--- src/rtl/hazard_controller_if.sv ---
// Hazard controller pipeline-side bundle: ID/EX/MEM/WB hazard inputs plus
// stall/flush/forwarding controls, state and performance outputs.
// master = pipeline side (drives hazard inputs), slave = hazard controller.
interface hazard_controller_if;
  // ID-stage sources
  logic [3:0]  id_rn;
  logic [3:0]  id_rm;
  logic [3:0]  id_rd;
  logic        id_uses_rn;
  logic        id_uses_rm;
  logic        id_uses_rd;
  logic        id_branch_taken;
  // Downstream destinations
  logic [3:0]  ex_rd;
  logic        ex_reg_write;
  logic        ex_is_load;
  logic [3:0]  mem_rd;
  logic        mem_reg_write;
  logic [3:0]  wb_rd;
  logic        wb_reg_write;
  logic        ext_stall_req;
  // Controls and status
  logic        pc_enable;
  logic        if_id_enable;
  logic        cu_mux_nop;
  logic        if_id_flush;
  logic [1:0]  fwd_a;
  logic [1:0]  fwd_b;
  logic [1:0]  fwd_d;
  logic [1:0]  state;
  logic [15:0] stall_count;
  logic [15:0] flush_count;
  logic        hold_timeout;

  modport master (
    output id_rn, id_rm, id_rd, id_uses_rn, id_uses_rm, id_uses_rd,
           id_branch_taken, ex_rd, ex_reg_write, ex_is_load,
           mem_rd, mem_reg_write, wb_rd, wb_reg_write, ext_stall_req,
    input  pc_enable, if_id_enable, cu_mux_nop, if_id_flush,
           fwd_a, fwd_b, fwd_d, state, stall_count, flush_count, hold_timeout
  );

  modport slave (
    input  id_rn, id_rm, id_rd, id_uses_rn, id_uses_rm, id_uses_rd,
           id_branch_taken, ex_rd, ex_reg_write, ex_is_load,
           mem_rd, mem_reg_write, wb_rd, wb_reg_write, ext_stall_req,
    output pc_enable, if_id_enable, cu_mux_nop, if_id_flush,
           fwd_a, fwd_b, fwd_d, state, stall_count, flush_count, hold_timeout
  );
endinterface

--- src/rtl/hazard_controller.sv ---
// Pipeline hazard controller: load-use stall, operand forwarding, branch flush, external hold.
// Latency: stall/flush/bubble/forward outputs are combinational in the same cycle; state and counters registered.
// Backpressure: ext_stall_req freezes PC and IF/ID and bubbles the control mux until released.
// Ports: clk, reset (sync, active-high); hz (slave) carries ID/EX/MEM/WB hazard inputs and all controls/status.
module hazard_controller #(
  parameter int HOLD_LIMIT = 255
) (
  input  logic                clk,
  input  logic                reset,
  hazard_controller_if.slave  hz
);

  typedef enum logic [1:0] {
    RUN   = 2'b00,
    FLUSH = 2'b01,
    HOLD  = 2'b10
  } state_t;

  // One spare code above HOLD_LIMIT keeps the width non-zero for tiny limits.
  localparam int HW = $clog2(HOLD_LIMIT + 2);

  state_t      st;
  state_t      nxt;
  logic        pending_flush;
  logic [15:0] stall_cnt;
  logic [15:0] flush_cnt;
  logic [HW-1:0] hold_cnt;
  logic        timeout;

  logic        load_use;
  logic        stall;
  logic        flush;
  logic        set_pend;

  function automatic logic src_hit(input logic [3:0] src, input logic uses,
                                   input logic [3:0] dst);
    return uses && (src != 4'd15) && (src == dst);
  endfunction

  function automatic logic [1:0] fwd_sel(
    input logic [3:0] src, input logic uses,
    input logic [3:0] exr, input logic exw, input logic exl,
    input logic [3:0] mr,  input logic mw,
    input logic [3:0] wr,  input logic ww
  );
    // R15 is the PC: never forwarded.
    if (!uses || src == 4'd15)      return 2'b00;
    // A load in EX has no data yet; it is caught by the load-use stall.
    if (exw && !exl && exr == src)  return 2'b01;
    if (mw && mr == src)            return 2'b10;
    if (ww && wr == src)            return 2'b11;
    return 2'b00;
  endfunction

  assign load_use = hz.ex_is_load && hz.ex_reg_write && (hz.ex_rd != 4'd15) &&
                    (src_hit(hz.id_rn, hz.id_uses_rn, hz.ex_rd) ||
                     src_hit(hz.id_rm, hz.id_uses_rm, hz.ex_rd) ||
                     src_hit(hz.id_rd, hz.id_uses_rd, hz.ex_rd));

  always_comb begin
    stall    = 1'b0;
    flush    = 1'b0;
    set_pend = 1'b0;
    nxt      = st;
    case (st)
      RUN: begin
        if (hz.ext_stall_req) begin
          stall    = 1'b1;
          nxt      = HOLD;
          set_pend = hz.id_branch_taken;
        end else if (load_use) begin
          // Branch stays in ID and is re-evaluated after the bubble.
          stall = 1'b1;
        end else if (hz.id_branch_taken) begin
          flush = 1'b1;
          nxt   = FLUSH;
        end
      end
      FLUSH: begin
        // ID holds the squashed slot, so any branch indication is ignored.
        nxt = RUN;
        if (hz.ext_stall_req) begin
          stall = 1'b1;
          nxt   = HOLD;
        end else if (load_use) begin
          stall = 1'b1;
        end
      end
      HOLD: begin
        if (hz.ext_stall_req) begin
          stall    = 1'b1;
          set_pend = hz.id_branch_taken;
        end else if (pending_flush || hz.id_branch_taken) begin
          // Release cycle: the branch held in ID finally squashes IF/ID.
          flush = 1'b1;
          nxt   = FLUSH;
        end else begin
          stall = load_use;
          nxt   = RUN;
        end
      end
      default: nxt = RUN;
    endcase
    if (reset) begin
      stall = 1'b0;
      flush = 1'b0;
    end
  end

  always_ff @(posedge clk) begin
    if (reset) begin
      st            <= RUN;
      pending_flush <= 1'b0;
      stall_cnt     <= 16'd0;
      flush_cnt     <= 16'd0;
      hold_cnt      <= '0;
      timeout       <= 1'b0;
    end else begin
      st <= nxt;

      if (st == HOLD && !hz.ext_stall_req)
        pending_flush <= 1'b0;
      else if (set_pend)
        pending_flush <= 1'b1;

      if (stall && stall_cnt != 16'hFFFF)
        stall_cnt <= stall_cnt + 16'd1;
      if (flush && flush_cnt != 16'hFFFF)
        flush_cnt <= flush_cnt + 16'd1;

      // Only stalled HOLD cycles count; the release cycle clears the run.
      if (st == HOLD && hz.ext_stall_req) begin
        if (hold_cnt != HW'(HOLD_LIMIT))
          hold_cnt <= hold_cnt + HW'(1);
        if (hold_cnt == HW'(HOLD_LIMIT - 1))
          timeout <= 1'b1;
      end else begin
        hold_cnt <= '0;
      end
    end
  end

  assign hz.pc_enable    = !stall;
  assign hz.if_id_enable = !stall;
  assign hz.cu_mux_nop   = stall;
  assign hz.if_id_flush  = flush;
  assign hz.fwd_a = reset ? 2'b00 :
    fwd_sel(hz.id_rn, hz.id_uses_rn, hz.ex_rd, hz.ex_reg_write, hz.ex_is_load,
            hz.mem_rd, hz.mem_reg_write, hz.wb_rd, hz.wb_reg_write);
  assign hz.fwd_b = reset ? 2'b00 :
    fwd_sel(hz.id_rm, hz.id_uses_rm, hz.ex_rd, hz.ex_reg_write, hz.ex_is_load,
            hz.mem_rd, hz.mem_reg_write, hz.wb_rd, hz.wb_reg_write);
  assign hz.fwd_d = reset ? 2'b00 :
    fwd_sel(hz.id_rd, hz.id_uses_rd, hz.ex_rd, hz.ex_reg_write, hz.ex_is_load,
            hz.mem_rd, hz.mem_reg_write, hz.wb_rd, hz.wb_reg_write);
  assign hz.state        = st;
  assign hz.stall_count  = stall_cnt;
  assign hz.flush_count  = flush_cnt;
  assign hz.hold_timeout = timeout;

endmodule

--- src/flat_wrapper.sv ---
// flat-port wrapper written by rule: the top's interface ports become plain ports
module hazard_controller_flat 
#(
  parameter int HOLD_LIMIT = 255
)
  (clk, reset, hz_id_rn, hz_id_rm, hz_id_rd, hz_id_uses_rn, hz_id_uses_rm, hz_id_uses_rd, hz_id_branch_taken, hz_ex_rd, hz_ex_reg_write, hz_ex_is_load, hz_mem_rd, hz_mem_reg_write, hz_wb_rd, hz_wb_reg_write, hz_ext_stall_req, hz_pc_enable, hz_if_id_enable, hz_cu_mux_nop, hz_if_id_flush, hz_fwd_a, hz_fwd_b, hz_fwd_d, hz_state, hz_stall_count, hz_flush_count, hz_hold_timeout);
  hazard_controller_if hz_i ();
  input  logic clk;
  input  logic reset;
  input wire logic [$bits(hz_i.id_rn)-1:0] hz_id_rn;
  input wire logic [$bits(hz_i.id_rm)-1:0] hz_id_rm;
  input wire logic [$bits(hz_i.id_rd)-1:0] hz_id_rd;
  input wire logic [$bits(hz_i.id_uses_rn)-1:0] hz_id_uses_rn;
  input wire logic [$bits(hz_i.id_uses_rm)-1:0] hz_id_uses_rm;
  input wire logic [$bits(hz_i.id_uses_rd)-1:0] hz_id_uses_rd;
  input wire logic [$bits(hz_i.id_branch_taken)-1:0] hz_id_branch_taken;
  input wire logic [$bits(hz_i.ex_rd)-1:0] hz_ex_rd;
  input wire logic [$bits(hz_i.ex_reg_write)-1:0] hz_ex_reg_write;
  input wire logic [$bits(hz_i.ex_is_load)-1:0] hz_ex_is_load;
  input wire logic [$bits(hz_i.mem_rd)-1:0] hz_mem_rd;
  input wire logic [$bits(hz_i.mem_reg_write)-1:0] hz_mem_reg_write;
  input wire logic [$bits(hz_i.wb_rd)-1:0] hz_wb_rd;
  input wire logic [$bits(hz_i.wb_reg_write)-1:0] hz_wb_reg_write;
  input wire logic [$bits(hz_i.ext_stall_req)-1:0] hz_ext_stall_req;
  output wire logic [$bits(hz_i.pc_enable)-1:0] hz_pc_enable;
  output wire logic [$bits(hz_i.if_id_enable)-1:0] hz_if_id_enable;
  output wire logic [$bits(hz_i.cu_mux_nop)-1:0] hz_cu_mux_nop;
  output wire logic [$bits(hz_i.if_id_flush)-1:0] hz_if_id_flush;
  output wire logic [$bits(hz_i.fwd_a)-1:0] hz_fwd_a;
  output wire logic [$bits(hz_i.fwd_b)-1:0] hz_fwd_b;
  output wire logic [$bits(hz_i.fwd_d)-1:0] hz_fwd_d;
  output wire logic [$bits(hz_i.state)-1:0] hz_state;
  output wire logic [$bits(hz_i.stall_count)-1:0] hz_stall_count;
  output wire logic [$bits(hz_i.flush_count)-1:0] hz_flush_count;
  output wire logic [$bits(hz_i.hold_timeout)-1:0] hz_hold_timeout;
  assign hz_i.id_rn = hz_id_rn;
  assign hz_i.id_rm = hz_id_rm;
  assign hz_i.id_rd = hz_id_rd;
  assign hz_i.id_uses_rn = hz_id_uses_rn;
  assign hz_i.id_uses_rm = hz_id_uses_rm;
  assign hz_i.id_uses_rd = hz_id_uses_rd;
  assign hz_i.id_branch_taken = hz_id_branch_taken;
  assign hz_i.ex_rd = hz_ex_rd;
  assign hz_i.ex_reg_write = hz_ex_reg_write;
  assign hz_i.ex_is_load = hz_ex_is_load;
  assign hz_i.mem_rd = hz_mem_rd;
  assign hz_i.mem_reg_write = hz_mem_reg_write;
  assign hz_i.wb_rd = hz_wb_rd;
  assign hz_i.wb_reg_write = hz_wb_reg_write;
  assign hz_i.ext_stall_req = hz_ext_stall_req;
  assign hz_pc_enable = hz_i.pc_enable;
  assign hz_if_id_enable = hz_i.if_id_enable;
  assign hz_cu_mux_nop = hz_i.cu_mux_nop;
  assign hz_if_id_flush = hz_i.if_id_flush;
  assign hz_fwd_a = hz_i.fwd_a;
  assign hz_fwd_b = hz_i.fwd_b;
  assign hz_fwd_d = hz_i.fwd_d;
  assign hz_state = hz_i.state;
  assign hz_stall_count = hz_i.stall_count;
  assign hz_flush_count = hz_i.flush_count;
  assign hz_hold_timeout = hz_i.hold_timeout;
  hazard_controller #(.HOLD_LIMIT(HOLD_LIMIT)) u_core (.clk(clk), .reset(reset), .hz(hz_i));
endmodule
--- config.mk ---
export PLATFORM = sky130hd
export DESIGN_NAME = hazard_controller_flat
export DESIGN_NICKNAME = d
export VERILOG_FILES = /design/src/rtl/hazard_controller_if.sv /design/src/rtl/hazard_controller.sv /design/src/flat_wrapper.sv
export SDC_FILE = /design/constraint.sdc
export NUM_CORES = 1
export LEC_CHECK = 0
export CAP_MARGIN = 30
export CORE_MARGIN = 5
export CORE_UTILIZATION = 48
export DETAILED_ROUTE_END_ITERATION = 6
export PLACE_DENSITY_LB_ADDON = 0.3
export REMOVE_ABC_BUFFERS = 1
export SETUP_SLACK_MARGIN = 0.15
export SYNTH_ARGS = -nofsm -noshare
export SYNTH_HDL_FRONTEND = slang
export SYNTH_SLANG_ARGS = --single-unit
--- constraint.sdc ---
create_clock -name clk -period 2.4 [get_ports clk]
set_input_delay 0.24 -clock clk [delete_from_list [all_inputs] [get_ports clk]]
set_output_delay 0.24 -clock clk [all_outputs]
set_load 0.01 [all_outputs]
## Yosys cells after proc, flatten, opt, wreduce, memory -nomap -nowiden

Index checks and enable logic that the tools add are counted.

- Flip-flop bits (word level): 45
- Latch bits: 0
- Bits in writable memories: 0
- Memory bits (read-only): 0
- Input bits: 35
- Output and inout port bits: 45
- Word-level logic and storage cells: 159
- Memories: 0

- Add/sub/neg operators: 3
- $mul: 0
- Div/mod/pow operators: 0
- Order comparisons: 0
- Equality and inequality tests: 28
- Shifts and indexed selects: 0
- Mux-type cells: 79
- Bitwise operators: 1
- Reductions and logical operators: 42

Operators with widths:

| operator | count |
|---|---|
| 2-bit two-way mux | 32 |
| 4-bit equality test | 12 |
| 1-bit two-way mux | 44 |
| 16-bit by 1-bit adder with 16-bit output, second input constant | 2 |
| 16-bit inequality test, second input constant | 2 |
| 1-bit logical AND | 23 |
| 4-bit inequality test, second input constant | 4 |
| 4-bit equality test, second input constant | 3 |
| 9-bit by 1-bit adder with 9-bit output, second input constant | 1 |
| 9-bit by 8-bit equality test with 1-bit output, second input constant | 1 |
| 9-bit by 8-bit inequality test with 1-bit output, second input constant | 1 |
| 2-bit OR reduction | 4 |
| 1-bit zero test | 6 |
| 1-bit logical OR | 6 |
| 3-bit inequality test, second input constant | 2 |
| 2-bit one-hot mux with 3 select lines | 1 |
| 1-bit one-hot mux with 2 select lines | 2 |
| 3-bit AND reduction | 1 |
| 2-bit by 1-bit equality test with 1-bit output, second input constant | 1 |
| 2-bit equality test, second input constant | 1 |
| 2-bit zero test | 1 |
| 2-bit inequality test, second input constant | 1 |
| 2-bit AND reduction | 1 |
| 1-bit inverter | 1 |

## Depth between registers and ports, before layout

Gate-level depths: netlist (run 1).

- Depth in word-level cells: 15
- Depth in mapped cells: 9

## Least setup slack after synthesis (run 1)

OpenSTA, ideal clock, no wires.

- Path kind: flip-flop to flip-flop
- Start point: register u_core.flush_cnt[0] (netlist: u_core.hz.flush_count[0])
- End point: register u_core.flush_cnt[1] (netlist: u_core.hz.flush_count[1])
- Setup time: 0.128 ns
- Arrival: 1.964 ns
- Data required time: 2.272 ns
- Slack: 0.308 ns
- Stages on the path, launching flop included: 10
- Path buffers: 2
- Clock period less this slack: 2.092 ns
- Cells stage by stage: dfxtp_1 -> ha_1 -> nand3_1 -> nor3_1 -> a221oi_1 -> a21oi_2 -> buf_6 -> buf_4 -> mux2i_1 -> nor2_1

- Word-level cells in the longest chain between the ends: 2

RTL lines:

| element | RTL line | text |
|---|---|---|
| start: declaration | hazard_controller.sv:26 | `logic [15:0] flush_cnt;` |
| start signal: assignment | hazard_controller.sv:129 | `flush_cnt <= flush_cnt + 16'd1;` |
| parallel branches: the longest is 2 deep, another holds 16-bit by 1-bit adder with 16-bit output | n/a |  |

Several ways; the timed one is not identified.
A chain may end at the register's enable or synchronous reset.

## Worst setup path after layout (run 1)

- Start point: input hz_mem_rd[2]
- End point: output hz_fwd_a[1]

- Word-level cells in the longest chain between the ends: 9

RTL lines:

| element | RTL line | text |
|---|---|---|
| start: declaration | flat_wrapper.sv:20 | `input wire logic [$bits(hz_i.mem_rd)-1:0] hz_mem_rd;` |
| 4-bit equality test (*) | hazard_controller.sv:50 | `if (mw && mr == src) return 2'b10;` |
| 1-bit logical AND (*) | hazard_controller.sv:50 |  |
| 2-bit two-way mux / 1-bit two-way mux (equally long branches) | hazard_controller.sv:50 |  |
| 2-bit two-way mux / 1-bit two-way mux (equally long branches) | hazard_controller.sv:51, hazard_controller.sv:50 |  |
| 2-bit two-way mux / 1-bit two-way mux (equally long branches) | hazard_controller.sv:52, hazard_controller.sv:49 |  |
| 2-bit two-way mux (*) | hazard_controller.sv:51 | `if (ww && wr == src) return 2'b11;` |
| 2-bit two-way mux (*) | hazard_controller.sv:50 |  |
| 2-bit two-way mux (*) | hazard_controller.sv:49 | `if (exw && !exl && exr == src) return 2'b01;` |
| 2-bit two-way mux (*) | hazard_controller.sv:147 | `assign hz.fwd_a = reset ? 2'b00 :` |
| end: declaration | flat_wrapper.sv:29 | `output wire logic [$bits(hz_i.fwd_a)-1:0] hz_fwd_a;` |

Every way passes the cells marked *; elsewhere a longest branch is shown, timed or not. The select of a mux whose other input is x is not followed.

==> flow_summary.ini, run 1 <==
[yosys]
synth_simple_gate_area_share_pct = 27.1
synthMuxAreaShare_pct = 1.12
synth_compound_area_share_pct = 20.6
synth_edf_count = 0
synth_largest_area_cell = dfxtp_1
yosysMostFrequentCell = dfxtp_1
async_flop_share_pct = 0
synthFlopType = dfxtp_1
synth_top_family_by_area = simple AND/OR/NAND/NOR gates
yosysWarnings = 0
synthTopCellsByCount = dfxtp_1 (45), a21oi_1 (29), nor2_1 (26)
synth.distinct_cells = 52
syn_avg_cell_area_um2 = 8.17
synth_xor_area_share_pct = 13.2
synthAdderAreaFrac_pct = 2.25
synth_top_area_share_pct = 32.3
syn_inst = 341
synthesis.area_um2 = 2790
synth_seq_area_share_pct = 32.3
ys_seq_elements = 45
yosys-top-cells-area = dfxtp_1 (32%), xor2_1 (7.2%), xnor2_1 (6.0%)

[die]
die-width_um = 86.2
ioPinCount = 80
initial_utilization_pct = 50.0
dieArea_um2 = 7430
die_y_um = 86.2
core-area_um2 = 5570
rows = 27

[pwr]
powerDensity_nw_per_um2 = 438
clkPwrFrac_pct = 38.4
power.switching_uw = 456
p_leak_uw = 0.00149
max-vdd-ir-drop_v = 0.000378
swShare_pct = 25.3
internal-power_uw = 1340
p_seq_share_pct = 42.6
comb_power_share_pct = 19.0

[cts]
root_buffer = clkbuf_8
cts_max_level = 2
cts_buffers = 5
cts_hold_buf = 0
cts.path.max_buffers = 2
clk-insertion-delay-late_ns = 0.30
cts_tree = built
clkSlewWorstSetupHoldPaths_ns = 0.09
cts_num_sinks = 45

[sta]
final_hold_viol_count = 0
tns_ns = 0
drv_slew = 0
worst_slew_pin_slew_ns = 0.467
period_needed_ns = 2.24
fin_ws_ns = 0.160
rsz0062_at_grt = true
skew_ns = 0.00717
post-route-period-util_pct = 93.3
final-setup-viol-count = 0
timing.fmax_mhz = 447
slew_headroom_pct = 68.7

[finish]
multi_input_area_um2 = 1910
postLayoutCoreUtil_pct = 73.8
final-seq-area_um2 = 906
drive_above_1_share_pct = 16.3
syn2layout_area_growth_pct = 47.7
stdcell_count = 527
nets = 494
antenna_cells = 0
fillers = 402

[global_routing]
antenna_found_initial = 0
grtUsageTotal_pct = 21.3
grt_pass1_vias = 2918
grt_max_degree = 27
grt-ovfl-total = 0
grt_pass1_wl_um = 13100

[critical_path]
critical_path_required_ns = 2.16
crit_fanout = 3
slowest_stage = clkdlybuf4s50_1
timing.rr.start = u_core.hz.state[0]
critPathTopFamily = buffers and inverters
arrival_ns = 2.00
cp_num_buf_inv = 2
r2r_setup_slack_ns = 0.25
cp_slowest_stage_delay_ns = 0.49
path_class = in2out
start_kind = primary input
crit_chain = clkdlybuf4s50_1 > xor2_1 > nor3_1 > nand3_1 > nor2b_1 > nor4_1 > dlygate4sd2_1
endpoint_kind = output port
critPathLaunch = hz_mem_rd[2]

[detailed_routing]
ant_nets = 0
firstDrtPassIters = 4
wl_met1_um = 3530
drc_errors = 0
drt-vias-per-instance = 5.83
wl_um = 8520
vias = 3072
wire_per_inst_um = 16.2
top_layer_used = met4
drtIter0Drc = 187
met3WireLength_um = 510
route.met2.wl_um = 4360

[place]
gp_congestion = 0.847
place_inst = 507
place_ws_ns = -0.189
io_buffers = 79
dp_hpwl_um = 5830

[job]
cap_viol_max_count = 0

[worst_hold_path]
hp-start = hz_ext_stall_req
hold_class = in2reg

[run_status]
status = complete, no violations
## power by group through the flow
| stage | registers (µW) | clock network, µW | logic [µW] |
|---|---|---|---|
| floorplan | 784 | 0 | 122 |
| global route | 769 | 731 | 365 |
| global placement | 782 | 0 | 293 |
| detailed placement | 783 | 0 | 301 |
| CTS | 766 | 696 | 305 |
| finish | 767 | 692 | 341 |
## cell type report
type	instances	area share, %
clock buffer	5	1.67
sequential	45	22.0
multi-input combinational	278	46.3
clock inverter	3	1.67
timing repair buffer	113	25.1
inverter	11	1.00
tap	72	2.19
## worst min-delay path, stage by stage
cell and delay [ns]:
dlymetal6s2s_1 0.16, o21ai_0 0.09, a21oi_1 0.06
## layer usage
metal,track usage [%],vias to the layer above
met5,0,-
met4,6.23,0
met3,4.09,10
met2,37.8,121
met1,26.1,1451
li1,-,1490
## path summary, 6_finish.rpt
check	to	cells past startpoint
worst max register to register	u_core.hz.stall_count[15]	6
worst min-delay path	u_core.pending_flush	3
worst max-delay path	hz_fwd_a[1]	7
worst min register to register	u_core.hz.hold_timeout	2
## state kept, by name, summed over array words and instances (netlist names)
signal	flops
u_core.hz.hold_timeout	1
u_core.hz.state	2
u_core.hz.stall_count	16
u_core.hold_cnt	9
u_core.hz.flush_count	16
u_core.pending_flush	1
## timing repair
action                                  in CTS  in global routing
cloned                                       0                  3
setup buffers                                6                  3
pin swaps                                    1                  7
resized for setup                           34                 33
endpoints found under the setup margin      11                 23
## metrics by stage
step / hold WS (ns) / power, µW / area (µm²)
floorplan: 0.309 / 905 / 2730
global placement: 0.459 / 1070 / 3800
detailed placement: 0.465 / 1080 / 3800
CTS: 0.487 / 1770 / 3990
global route: 0.344 / 1870 / 4120
finish: 0.293 / 1800 / 4120
## cells in the final DEF (no fill, tap or decap), types with 2 or more instances in the layout
cell | synthesis | final
nor3_1 | 9 | 7
xor2_1 | 23 | 23
o311ai_0 | 3 | 3
inv_1 | 11 | 11
nand4_1 | 13 | 13
o21ai_0 | 24 | 23
clkbuf_8 | 0 | 5
nor2b_1 | 6 | 6
clkbuf_16 | 0 | 2
buf_4 | 2 | 31
o41ai_1 | 3 | 3
dlygate4sd2_1 | 0 | 17
bufinv_16 | 0 | 2
clkdlybuf4s15_1 | 0 | 2
nor3_2 | 0 | 2
nand2_1 | 23 | 23
xnor2_1 | 19 | 19
or4_1 | 2 | 2
mux2i_1 | 2 | 2
and3_1 | 2 | 2
o211ai_1 | 4 | 4
clkdlybuf4s50_1 | 0 | 51
and4_1 | 4 | 3
o31ai_1 | 7 | 6
o21a_1 | 3 | 3
a21oi_1 | 29 | 29
and2_1 | 3 | 3
nand2b_1 | 2 | 2
ha_1 | 5 | 5
or3_1 | 19 | 19
nor2_1 | 26 | 26
nor4_2 | 1 | 5
dfxtp_1 | 45 | 43
a21o_1 | 3 | 3
nand3_1 | 16 | 16
clkbuf_2 | 0 | 8
## logic make-up (layout without fill, tap and decap cells)
group                      Yosys count  in the layout
muxes                                3              3
and+or+nand+nor                    138            138
buffers and inverters               19            132
DFF                                 45             45
xor gates and xnor gates            42             42
adders and majority gates            5              5
AOI/OAI and AO/OA                   89             90
(Power assumes the default switching activity.)
==> inputs of run 2 (changes only) <==
==> constraint.sdc (replaced) <==
create_clock -name clk -period 2.4 [get_ports clk]
set_input_delay 0.48 -clock clk [delete_from_list [all_inputs] [get_ports clk]]
set_output_delay 0.48 -clock clk [all_outputs]
set_load 0.1 [all_outputs]
==> flow_summary.ini, run 2 (synthesized netlist as in run 1, its figures left out) <==
[run_status]
status = complete, no violations

[detailed_routing]
vias = 3169
wl_um = 9120
drc_errors = 0
ant_nets = 0
drtIter0Drc = 202
drt-vias-per-instance = 5.87
firstDrtPassIters = 4
wire_per_inst_um = 16.9

[critical_path]
r2r_setup_slack_ns = 0.15
cp_slowest_stage_delay_ns = 0.24
crit_path_end = u_core.hz.flush_count[1]
crit_top_cell = buf_6
crit_chain = buf_8 > buf_6 > xnor2_2 > nand4_1 > buf_4 > buf_6 > buf_6 > buf_6 > buf_6 > o22a_1 > a21oi_4 > buf_6 > mux2i_1 > nor2_1
endpoint_kind = register
reg2reg_depth = 8
start_kind = primary input
path_class = in2reg
critical_path_required_ns = 2.60
critPathLaunch = hz_ex_rd[1]
crit_fanout = 8
worstReg2RegEnd = u_core.hz.flush_count[6]
slowest_stage = nand4_1
timing.rr.start = u_core.hz.state[0]
arrival_ns = 2.57

[finish]
fillers = 406
nets = 507
mostFrequentLayoutCell = buf_4
drive_above_1_share_pct = 34.4
stdcell_count = 540
postLayoutCoreUtil_pct = 76.5
antenna_cells = 0
final_cell_mix = buf_4 (74), dfxtp_1 (44), a21oi_1 (28)
syn2layout_area_growth_pct = 53.1

[die]
initial_utilization_pct = 50.0
ioPinCount = 80
rows = 27
core-area_um2 = 5570
die-width_um = 86.2
dieArea_um2 = 7430
die_y_um = 86.2

[pwr]
powerDensity_nw_per_um2 = 455
p_seq_share_pct = 39.4
max-vdd-ir-drop_v = 0.000417
swShare_pct = 29.2
comb_power_share_pct = 24.5
p_leak_uw = 0.00169
power.switching_uw = 566
clkPwrFrac_pct = 36.2
internal-power_uw = 1380

[global_routing]
grt-ovfl-total = 0
gr-max-usage-layer = met2
grtUsageMet3_pct = 4.47
grt_pass1_vias = 3112
met1_usage_pct = 27.4
grt_pass1_wl_um = 14000
antenna_found_initial = 0
grt_max_degree = 23
grtUsageTotal_pct = 22.7
grt_util_met2_pct = 40.0

[place]
gp_congestion = 0.867
place_ws_ns = -0.330
place_inst = 517
dp_hpwl_um = 6200
io_buffers = 79

[sta]
timing.fmax_mhz = 423
rsz0062_at_grt = true
final_hold_viol_count = 0
skew_ns = 0.00404
period_needed_ns = 2.37
final-setup-viol-count = 0
drv_slew = 0
post-route-period-util_pct = 98.6
fin_ws_ns = 0.0333
worst_slew_pin_slew_ns = 0.459
slew_headroom_pct = 69.3

[cts]
cts_buffers = 5
clk-insertion-delay-late_ns = 0.30
cts_tree = built
cts.path.max_buffers = 2
root_buffer = clkbuf_8
clkSlewWorstSetupHoldPaths_ns = 0.09
cts_num_sinks = 45
cts_max_level = 2

[worst_hold_path]
hold_class = in2reg

[job]
cap_viol_max_count = 0
[run 2: cell count changes in the layout (fill, tap and decap cells not counted), moves of 12 or more]
cell	change
buf_2	+16
buf_4	+43
buf_6	+15
clkdlybuf4s50_1	-48
dlygate4sd2_1	-12
[run 2: worst min path at each step]
stage	from	end	slack, ns	depth (start not counted)
5_1_grt	hz_ext_stall_req	u_core.pending_flush	0.51	3
2_1_floorplan	u_core.hold_cnt[6]	u_core.hold_cnt[6]	0.46	2
3_3_place_gp	u_core.hz.hold_timeout	u_core.hz.hold_timeout	0.46	2
6_report	hz_ext_stall_req	u_core.pending_flush	0.46	3
3_5_place_dp	u_core.hold_cnt[6]	u_core.hold_cnt[6]	0.48	2
4_1_cts	hz_ext_stall_req	u_core.pending_flush	0.45	3
[run 2: metrics by stage]
stage	area, µm²	hold WS, ns	TNS (ns)	power [µW]
floorplan	2730	0.458	-26.04	991
global route	4270	0.506	-0.0547	2000
finish	4270	0.463	0	1940
detailed placement	3870	0.476	-9.18	1190
CTS	4100	0.454	0	1900
global placement	3870	0.463	-6.68	1180
[run 2: power by group through the flow]
stage	sequential (µW)	clock, µW	combinational (µW)
CTS	764	707	424
global placement	783	0	398
finish	764	702	475
floorplan	827	0	164
detailed placement	783	0	407
global route	766	732	497
[run 2: final cells by class]
type	count	area (µm²)	share of cell area [%]
multi-input cells	277	1960	45.9
repair buffers	127	1130	26.6
flip-flops and latches	45	905	21.2
well taps	72	90.1	2.11
clock buffers	5	68.8	1.61
clock inverters	3	68.8	1.61
inverters	11	41.3	0.968
[run 2: timing repair]
item                                    in CTS  in global routing
resized for setup                          139                 39
endpoints found under the setup margin      35                 28
setup buffers                               11                  2
hold buffers                                 0                  0
pin swaps                                   26                 24
gates cloned                                 0                  2
[run 2: layer usage]
metal / routed length (µm) / part of all wire, %
met1: 3740 / 41
met2: 4710 / 52
met3: 466 / 5.1
met4: 199 / 2.2
met5: 0 / 0
[run 2: worst max-delay path, delay by kind of cell]
kind,cells,cell delay (ns)
AO/OA/AOI/OAI,2,0.44
XOR/XNOR,1,0.13
buffers and inverters,8,1.02
multiplexers,1,0.19
AND/OR/NAND/NOR,2,0.30
==> inputs of run 3 (changes only) <==
- PLACE_DENSITY: not set -> 0.81
- PLACE_DENSITY_LB_ADDON: 0.3 -> not set
- SETUP_SLACK_MARGIN: 0.15 -> not set
==> flow_summary.ini, run 3 (synthesized netlist as in run 1, its figures left out) <==
[run_status]
status = finished, violations left
violations = negative setup slack

[critical_path]
start_kind = primary input
path_class = in2out
arrival_ns = 1.99
cp_slowest_stage_delay_ns = 0.38
slowest_stage = nor4_1
cp_num_buf_inv = 3
critPathTopFamily = simple AND/OR/NAND/NOR gates
endpoint_kind = output port
crit_chain = buf_2 > xnor2_1 > nand2_1 > nor4_2 > nor2b_1 > nor4_1 > buf_4 > buf_12
critical_path_required_ns = 1.92
crit_fanout = 3

[pwr]
clkPwrFrac_pct = 32.3
p_seq_share_pct = 42.8
internal-power_uw = 1250
comb_power_share_pct = 24.9
powerDensity_nw_per_um2 = 434
swShare_pct = 30.4
max-vdd-ir-drop_v = 0.000290
power.switching_uw = 546
p_leak_uw = 0.00162

[finish]
antenna_cells = 0
final_cell_mix = buf_4 (71), dfxtp_1 (45), a21oi_1 (29)
postLayoutCoreUtil_pct = 74.2
nets = 497
syn2layout_area_growth_pct = 48.4
mostFrequentLayoutCell = buf_4
drive_above_1_share_pct = 31.7
fillers = 424

[global_routing]
grtUsageTotal_pct = 22.7
antenna_found_initial = 0
grt_pass1_wl_um = 13900
grt-ovfl-total = 0
grt_max_degree = 27
grt_pass1_vias = 2951

[detailed_routing]
ant_nets = 0
wire_per_inst_um = 16.8
firstDrtPassIters = 5
drc_errors = 0
vias = 3136
drt-vias-per-instance = 5.92
drtIter0Drc = 203
wl_um = 8920

[sta]
slew_headroom_pct = 65.7
final_hold_viol_count = 0
fin_ws_ns = -0.0732
final-setup-viol-count = 1
skew_ns = 0.00255
timing.fmax_mhz = 404
drv_slew = 0
worst_slew_pin_slew_ns = 0.514
period_needed_ns = 2.47
tns_ns = -0.0732
post-route-period-util_pct = 103

[die]
rows = 27
die_y_um = 86.2
initial_utilization_pct = 50.0
ioPinCount = 80
dieArea_um2 = 7430
core-area_um2 = 5570
die-width_um = 86.2

[cts]
root_buffer = clkbuf_8
cts_num_sinks = 45
clk-insertion-delay-late_ns = 0.29
clkSlewWorstSetupHoldPaths_ns = 0.09
cts_tree = built
cts.path.max_buffers = 2
cts_max_level = 2
cts_hold_buf = 0
cts_buffers = 5

[worst_hold_path]
hold_class = reg2reg

[place]
dp_hpwl_um = 6390
io_buffers = 79
gp_congestion = 0.987

[job]
cap_viol_max_count = 0
==> run 3: changes by cell type in the layout (fill, tap and decap cells not counted), moves of 2 or more <==
cell	before	now
clkbuf_2	0	3
nor2_2	1	4
xnor2_1	10	12
buf_2	16	10
buf_6	15	4
buf_4	74	71
buf_8	3	0
nor2_1	24	22
clkdlybuf4s15_2	1	6
xnor2_2	9	7
==> run 3: what timing repair did <==
| action | 4_1_cts | 5_1_grt |
|---|---|---|
| endpoints found under the setup margin | 12 | 10 |
| setup buffers | 5 | 2 |
| gates resized for setup | 83 | 51 |
| gates cloned | 0 | 0 |
| pin swaps | 14 | 17 |
==> run 3: path summary, 6_finish.rpt <==
path                           from  cells after the start  slack, ns                         to
max                     hz_wb_rd[1]                      8      -0.07                hz_fwd_b[1]
max reg2reg      u_core.hz.state[0]                      7       0.16  u_core.hz.stall_count[15]
min reg2reg  u_core.hz.hold_timeout                      2       0.49     u_core.hz.hold_timeout
min          u_core.hz.hold_timeout                      2       0.49     u_core.hz.hold_timeout
==> run 3: power groups by stage <==
stage / Combinational (µW) / Clock (µW) / Sequential [µW]
floorplan: 164 / 0 / 827
global placement: 401 / 0 / 783
detailed placement: 408 / 0 / 784
CTS: 413 / 583 / 767
global route: 469 / 628 / 769
finish: 446 / 580 / 767
==> run 3: metrics by stage <==
step / instances / hold WS (ns) / setup WS, ns / total power, µW / cell area, µm²
2_1_floorplan: 333 / 0.458 / -2.13 / 991 / 2730
3_3_place_gp: 515 / 0.456 / -0.314 / 1180 / 3870
3_5_place_dp: 515 / 0.468 / -0.335 / 1190 / 3870
4_1_cts: 528 / 0.487 / 0.00116 / 1760 / 4060
5_1_grt: 530 / 0.509 / -0.0741 / 1870 / 4140
6_report: 530 / 0.487 / -0.0732 / 1790 / 4140
==> run 3: layout make-up <==
cell class / instances / area [µm²] / share of cell area [%]
tap: 72 / 90.1 / 2.18
timing repair buffer: 117 / 1040 / 25.2
multi-input combinational: 277 / 1950 / 47.1
clock inverter: 2 / 38.8 / 0.938
inverter: 11 / 41.3 / 0.998
sequential: 45 / 901 / 21.8
clock buffer: 6 / 72.6 / 1.75
==> run 3: metal layers <==
metal	track usage, %	vias up	wire length, µm
met5	0	-	0
met4	4.96	0	157
met3	3.90	28	449
met2	40.6	119	4660
met1	28.4	1498	3650
li1	-	1491	-
==> run 3: tightest hold or removal path, delay by kind of cell, from the launching register on <==
kind,cells,cell delay [ns]
flops,1,0.34
simple gates,1,0.07
compound gates,1,0.04
